`config.mk`:
```
export PLATFORM = sky130hd
export DESIGN_NAME = rob_cmpl_arbiter
export DESIGN_NICKNAME = d
export VERILOG_FILES = /design/src/rtl/rob_cmpl_arbiter.sv
export SDC_FILE = /design/constraint.sdc
export NUM_CORES = 1
export LEC_CHECK = 0
export ABC_AREA = 1
export CORE_MARGIN = 2
export CORE_UTILIZATION = 50
export DETAILED_ROUTE_END_ITERATION = 6
export PLACE_DENSITY = 0.76
export SETUP_SLACK_MARGIN = 0.3
export SYNTH_ARGS = -nofsm -noshare
export SYNTH_HDL_FRONTEND = slang
export SYNTH_SLANG_ARGS = --single-unit
export TNS_END_PERCENT = 100
```
`constraint.sdc`:
```
create_clock -name clk -period 5.1 [get_ports clk]
set_clock_uncertainty 0.05 [all_clocks]
set_input_delay 1.02 -clock clk [delete_from_list [all_inputs] [get_ports clk]]
set_output_delay 1.02 -clock clk [all_outputs]
set_load 0.05 [all_outputs]
```
`src/rtl/rob_cmpl_arbiter.sv`:
```
// Round-robin completion arbiter: one holding buffer per functional unit feeding the
// ROB's single completion port through a registered stage, with branch-flush squashing.
module rob_cmpl_arbiter #(
  parameter int NUM_REQ = 3,
  parameter int DEPTH   = 16,
  parameter int IDW     = 4,
  parameter int GW      = 2
) (
  input  logic                   clk,
  input  logic                   reset,
  input  logic [NUM_REQ-1:0]     req_valid,
  input  logic [NUM_REQ*IDW-1:0] req_id,
  output logic [NUM_REQ-1:0]     req_ready,
  input  logic [IDW-1:0]         rob_head_id,
  input  logic                   branch_mispredict,
  input  logic [IDW-1:0]         recovery_idx,
  output logic                   complete_en,
  output logic [IDW-1:0]         complete_id,
  output logic [GW-1:0]          grant_idx
);

  function automatic logic [IDW-1:0] age_of(input logic [IDW-1:0] x,
                                             input logic [IDW-1:0] head);
    return IDW'((int'(x) + DEPTH - int'(head)) % DEPTH);
  endfunction

  // recovery_idx itself is the oldest surviving id, so strict greater-than
  function automatic logic younger(input logic [IDW-1:0] x,
                                   input logic [IDW-1:0] head,
                                   input logic [IDW-1:0] rec);
    return age_of(x, head) > age_of(rec, head);
  endfunction

  logic [NUM_REQ-1:0] r_buf_valid;
  logic [IDW-1:0]     r_buf_id [NUM_REQ];
  logic [GW-1:0]      r_rr_ptr;
  logic               r_out_valid;
  logic [IDW-1:0]     r_out_id;
  logic [GW-1:0]      r_out_gidx;

  logic [IDW-1:0]     w_req_id [NUM_REQ];
  logic [NUM_REQ-1:0] w_buf_young;
  logic [NUM_REQ-1:0] w_req_young;
  logic [NUM_REQ-1:0] w_elig;
  logic [NUM_REQ-1:0] w_grant;
  logic               w_grant_vld;
  logic [GW-1:0]      w_grant_idx;
  logic [GW-1:0]      w_k;
  int                 w_k_sum;

  for (genvar k = 0; k < NUM_REQ; k++) begin : g_req
    assign w_req_id[k]    = req_id[k*IDW +: IDW];
    assign w_buf_young[k] = branch_mispredict && younger(r_buf_id[k], rob_head_id, recovery_idx);
    assign w_req_young[k] = branch_mispredict && younger(w_req_id[k], rob_head_id, recovery_idx);
    assign w_elig[k]      = r_buf_valid[k] && !w_buf_young[k];
  end

  always_comb begin
    w_grant_vld = 1'b0;
    w_grant_idx = '0;
    w_k_sum     = 0;
    w_k         = '0;
    for (int i = 0; i < NUM_REQ; i++) begin
      w_k_sum = int'(r_rr_ptr) + i;
      if (w_k_sum >= NUM_REQ) w_k_sum = w_k_sum - NUM_REQ;
      w_k = GW'(w_k_sum);
      if (!w_grant_vld && w_elig[w_k]) begin
        w_grant_vld = 1'b1;
        w_grant_idx = w_k;
      end
    end
    w_grant = w_grant_vld ? (NUM_REQ'(1) << w_grant_idx) : '0;
  end

  // a granted buffer frees its slot in the same cycle, enabling full-rate issue
  assign req_ready = ~r_buf_valid | w_grant;

  always_ff @(posedge clk or negedge reset) begin
    if (!reset) begin
      r_buf_valid <= '0;
      for (int k = 0; k < NUM_REQ; k++) r_buf_id[k] <= '0;
    end else begin
      for (int k = 0; k < NUM_REQ; k++) begin
        if (w_grant[k] || w_buf_young[k]) r_buf_valid[k] <= 1'b0;
        if (req_valid[k] && req_ready[k] && !w_req_young[k]) begin
          r_buf_valid[k] <= 1'b1;
          r_buf_id[k]    <= w_req_id[k];
        end
      end
    end
  end

  always_ff @(posedge clk or negedge reset) begin
    if (!reset) begin
      r_rr_ptr    <= '0;
      r_out_valid <= 1'b0;
      r_out_id    <= '0;
      r_out_gidx  <= '0;
    end else begin
      r_out_valid <= w_grant_vld;
      if (w_grant_vld) begin
        r_out_id   <= r_buf_id[w_grant_idx];
        r_out_gidx <= w_grant_idx;
        r_rr_ptr   <= (w_grant_idx == GW'(NUM_REQ - 1)) ? '0 : w_grant_idx + GW'(1);
      end
    end
  end

  assign complete_en = r_out_valid &&
                       !(branch_mispredict && younger(r_out_id, rob_head_id, recovery_idx));
  assign complete_id = r_out_id;
  assign grant_idx   = r_out_gidx;

endmodule

```
==> results.rst <==
.. list-table::
   :header-rows: 1

   * - Metric
     - Value
   * - Total setup violations reported at the end of the flow
     - 0
   * - Number of buffers on the longest clock path
     - 2
   * - Residual antenna-violating net count after detailed routing
     - 0
   * - Final routed wire length divided by cell count
     - 15.4 µm
   * - Part of the cycle the worst path needs
     - 95.8%
   * - Antenna violations before repair
     - 0
   * - DRC viols
     - 0
   * - Clock sink count
     - 24
   * - Final hold violation count
     - 0
   * - Required time of the critical path
     - 4.03 ns
   * - Total half-perimeter wirelength after legalization and detailed placement
     - 6170 µm
   * - Clock insertion delay at the later pin of the skew report
     - 0.27 ns
   * - Share of power burned in combinational logic
     - 81.1%
   * - Power after layout
     - 0.00307 W
   * - Number of synthesized register bits
     - 24
   * - H-Tree Depth
     - 1
   * - Leakage power
     - 2.07 nW
   * - Switching power of the nets
     - 0.00162 W
   * - Nature of the critical path endpoint
     - primary output
   * - WHS Endpoint
     - grant_idx[0]
   * - Path category of the worst min-delay check
     - reg2reg
   * - Register-to-Register Path Depth
     - 20
   * - Number of inserted diodes
     - 0
   * - Number of violations reported at the end of detailed-routing iteration 0
     - 231
   * - Time the final worst path needs with I/O delays and setup
     - 4.89 ns
   * - Vias in the first global route
     - 3035
   * - Max Fanout on Critical Path
     - 4
   * - Non-Filler Instances
     - 538
   * - Pins over their slew limit
     - 0
   * - Fmax
     - 205 MHz
   * - Worst ir drop on vdd
     - 0.551 mV
   * - Overall overflow remaining after global route
     - 0
   * - Vias per cell
     - 5.36
   * - Signal arrival time at the worst endpoint
     - 3.82 ns
   * - Number of top-level pins
     - 36
   * - Chip width
     - 80.2 µm
   * - Power Dens Cells
     - 749 nW/µm²
   * - Slack of the worst reg-to-reg path
     - 1.80 ns
   * - Share of flip-flops with an asynchronous set or reset
     - 100%
   * - Inst Count DP
     - 517
   * - Cell area after placement
     - 3580 µm²
   * - Fraction of power spent switching nets
     - 52.7%
   * - Seq/Total Area, Yosys
     - 20.7%
   * - Area delta synth->final
     - 41.2%
   * - Reg-to-Reg Start
     - r_buf_id[4]
   * - Endpoint of the lowest-slack register-to-register path
     - complete_id[0]
   * - Count of yosys warnings during synthesis
     - 0
   * - Initial core utilization
     - 52.4%
   * - Die span in y
     - 80.2 µm
   * - Fraction of final layout cells sized beyond drive strength 1
     - 29.4%
   * - RSZ-0062 raised after global routing
     - yes
   * - Wire length of the first global-routing pass
     - 13600 µm
   * - Number of port buffers
     - 35
   * - Pin count of the biggest net entering global routing
     - 25
   * - Internal cell power
     - 0.00145 W
   * - Row count
     - 27
   * - GR Util All Layers
     - 27.0%
   * - Placer's final routability congestion estimate
     - 0.888
   * - Mean instance size in the synthesized netlist
     - 7.54 µm²
   * - NumNets Final
     - 548
   * - Area of the die
     - 6430 µm²
   * - Total vias in the final route
     - 2882
   * - Power share of the sequential group
     - 13.5%
   * - Root buffer cell
     - sky130_fd_sc_hd__clkbuf_8
   * - # fillers
     - 374
   * - Main synth FF type
     - sky130_fd_sc_hd__dfrtp_1
   * - Number of different library cells in the post-synthesis netlist
     - 33
   * - Finished Cell Area
     - 4100 µm²
   * - Headroom to the max-slew limit
     - 27.1%
   * - Highest-delay cell along the critical path
     - sky130_fd_sc_hd__ha_1
   * - Measured slew at the worst slew-check pin
     - 1.09 ns
   * - Type of the worst setup path
     - in2out
   * - Most common cell on crit path
     - sky130_fd_sc_hd__nand2_4
   * - Fraction of power consumed by the clock network
     - 5.5%
   * - Cell area after synthesis
     - 2900 µm²
   * - Outcome
     - finished, final reports clean
   * - Area of the placeable core
     - 5540 µm²
   * - Final WL
     - 8260 µm
   * - Clock edge transition at the registers on the reported setup and hold paths
     - 0.09 ns
   * - CTS Buf Count
     - 3
   * - Number of max-cap violations
     - 0
   * - Drt first pass iters
     - 5
   * - Number of flops mapped to enable cells by yosys
     - 0
   * - Synth Net Count
     - 466
   * - Element type at the critical path start
     - primary input
   * - Worst Hold Path Cells
     - 2
   * - Slowest cell delay on critical path
     - 0.32 ns
   * - Gate Count Post-Synth
     - 385
   * - Beginning of the worst hold path
     - grant_idx[0]
   * - CTS tree
     - yes
-- per-stage QoR --
step / setup WS (ns) / hold slack [ns] / setup TNS [ns] / utilization, %
floorplan: 0.302 / 0.392 / 0 / -
global placement: -0.207 / 0.411 / -0.464 / 64.7
detailed placement: -0.329 / 0.419 / -0.797 / 64.7
CTS: 0.297 / 0.440 / 0 / 72.8
global route: 0.0599 / 0.448 / 0 / 74.0
finish: 0.215 / 0.434 / 0 / 74.0
-- worst max-delay path: cells and delay by family --
family	cells	cell delay, ns
simple gates	13	1.11
compound gates	2	0.27
fa+ha+maj	2	0.55
buf+inv	7	0.76
xor+xnor	1	0.09
-- registers in the layout, summed over array words and instances, names as in the netlist --
name and count:
complete_id 4, grant_idx 2, r_buf_id 12, r_buf_valid 3, r_out_valid 1, r_rr_ptr 2
-- cells by family (layout without fill, tap and decap cells) --
logic type,after synthesis,after routing,synth area share (%)
compound gates,44,44,8.58
buf+inv,63,144,8.41
fa+ha+maj,55,55,25.8
xor+xnor,23,23,6.94
simple gates,176,176,29.6
flops,24,24,20.7
-- worst max-delay path by stage --
stage                               to  slack, ns           start
after floorplan           req_ready[0]       0.30  rob_head_id[1]
after global placement    req_ready[0]      -0.21  rob_head_id[1]
after detailed placement  req_ready[0]      -0.33  rob_head_id[1]
after CTS                 req_ready[0]       0.30  rob_head_id[1]
after global routing      req_ready[0]       0.06  rob_head_id[1]
final                     req_ready[0]       0.21  rob_head_id[1]
-- power groups by stage --
stage | Combinational [W] | Clock (W) | Sequential, W
3_3_place_gp | 0.00207 | 0 | 0.000399
5_1_grt | 0.00272 | 0.000177 | 0.000425
3_5_place_dp | 0.00212 | 0 | 0.000402
6_report | 0.00249 | 0.000168 | 0.000414
2_1_floorplan | 0.00140 | 0 | 0.000447
4_1_cts | 0.00238 | 0.000170 | 0.000408
-- cell type report --
class | count | area [µm²] | area share [%]
multi-input cells | 298 | 2360 | 57.5
repair buffers | 79 | 742 | 18.1
flip-flops and latches | 24 | 601 | 14.7
inverters | 61 | 238 | 5.80
well taps | 72 | 90.1 | 2.20
clock buffers | 3 | 41.3 | 1.01
clock inverters | 1 | 30.0 | 0.733
-- per-layer routing --
metal	share of wire, %	vias to the layer above	GRT usage [%]
met1	41	1360	32.4
li1	-	1408	-
met3	5.6	22	3.82
met2	51	92	49.8
met4	2.5	0	7.63
met5	0	-	0
-- repair_timing --
action                     CTS  global route
resized for setup           66            17
pin swaps                   45            28
hold buffers                 0             0
setup endpoints to repair    4             3
buffers inserted            15             2
-- Yosys cell counts, types with 2 or more instances --
cell type | number | share of area (%)
sky130_fd_sc_hd__nor2_1 | 24 | 3.1
sky130_fd_sc_hd__nand3_1 | 31 | 5.3
sky130_fd_sc_hd__fa_1 | 8 | 5.5
sky130_fd_sc_hd__xnor2_1 | 11 | 3.3
sky130_fd_sc_hd__xor2_1 | 12 | 3.6
sky130_fd_sc_hd__dfrtp_1 | 24 | 21
sky130_fd_sc_hd__o21ai_0 | 6 | 1.0
sky130_fd_sc_hd__or2_2 | 2 | 0.43
sky130_fd_sc_hd__nor2_2 | 2 | 0.43
sky130_fd_sc_hd__nand2_4 | 4 | 1.6
sky130_fd_sc_hd__ha_1 | 47 | 20
sky130_fd_sc_hd__a21oi_1 | 22 | 3.8
sky130_fd_sc_hd__o21bai_1 | 5 | 1.3
sky130_fd_sc_hd__nand2_1 | 81 | 10
sky130_fd_sc_hd__a31oi_1 | 2 | 0.43
sky130_fd_sc_hd__inv_2 | 4 | 0.52
sky130_fd_sc_hd__nand2_2 | 18 | 3.9
sky130_fd_sc_hd__nand3_2 | 3 | 1.0
sky130_fd_sc_hd__nand4_1 | 5 | 1.1
sky130_fd_sc_hd__inv_1 | 57 | 7.4
sky130_fd_sc_hd__o21ai_1 | 5 | 0.86
-- cell usage in the layout (no fill, tap or decap), types with 2 or more instances in the layout --
cell type	instances
sky130_fd_sc_hd__nand2_1	74
sky130_fd_sc_hd__inv_1	49
sky130_fd_sc_hd__ha_1	35
sky130_fd_sc_hd__buf_4	34
sky130_fd_sc_hd__nand3_1	25
sky130_fd_sc_hd__dfrtp_1	24
sky130_fd_sc_hd__clkdlybuf4s50_1	24
sky130_fd_sc_hd__nand2_2	20
sky130_fd_sc_hd__nor2_1	19
sky130_fd_sc_hd__a21oi_1	18
sky130_fd_sc_hd__buf_6	12
sky130_fd_sc_hd__ha_4	11
sky130_fd_sc_hd__xor2_1	10
sky130_fd_sc_hd__xnor2_1	10
sky130_fd_sc_hd__inv_2	9
sky130_fd_sc_hd__nand2_4	9
sky130_fd_sc_hd__nand3_2	9
sky130_fd_sc_hd__fa_1	7
sky130_fd_sc_hd__o21ai_0	6
sky130_fd_sc_hd__o21bai_1	5
sky130_fd_sc_hd__nand4_1	5
sky130_fd_sc_hd__o21ai_1	5
sky130_fd_sc_hd__nor2_2	4
sky130_fd_sc_hd__nor2_4	4
sky130_fd_sc_hd__a21oi_2	3
sky130_fd_sc_hd__clkbuf_8	3
sky130_fd_sc_hd__buf_12	3
sky130_fd_sc_hd__inv_4	2
sky130_fd_sc_hd__a31oi_1	2
sky130_fd_sc_hd__or2_2	2
sky130_fd_sc_hd__clkdlybuf4s15_1	2
No activity file was read; power rests on OpenSTA's default activity.
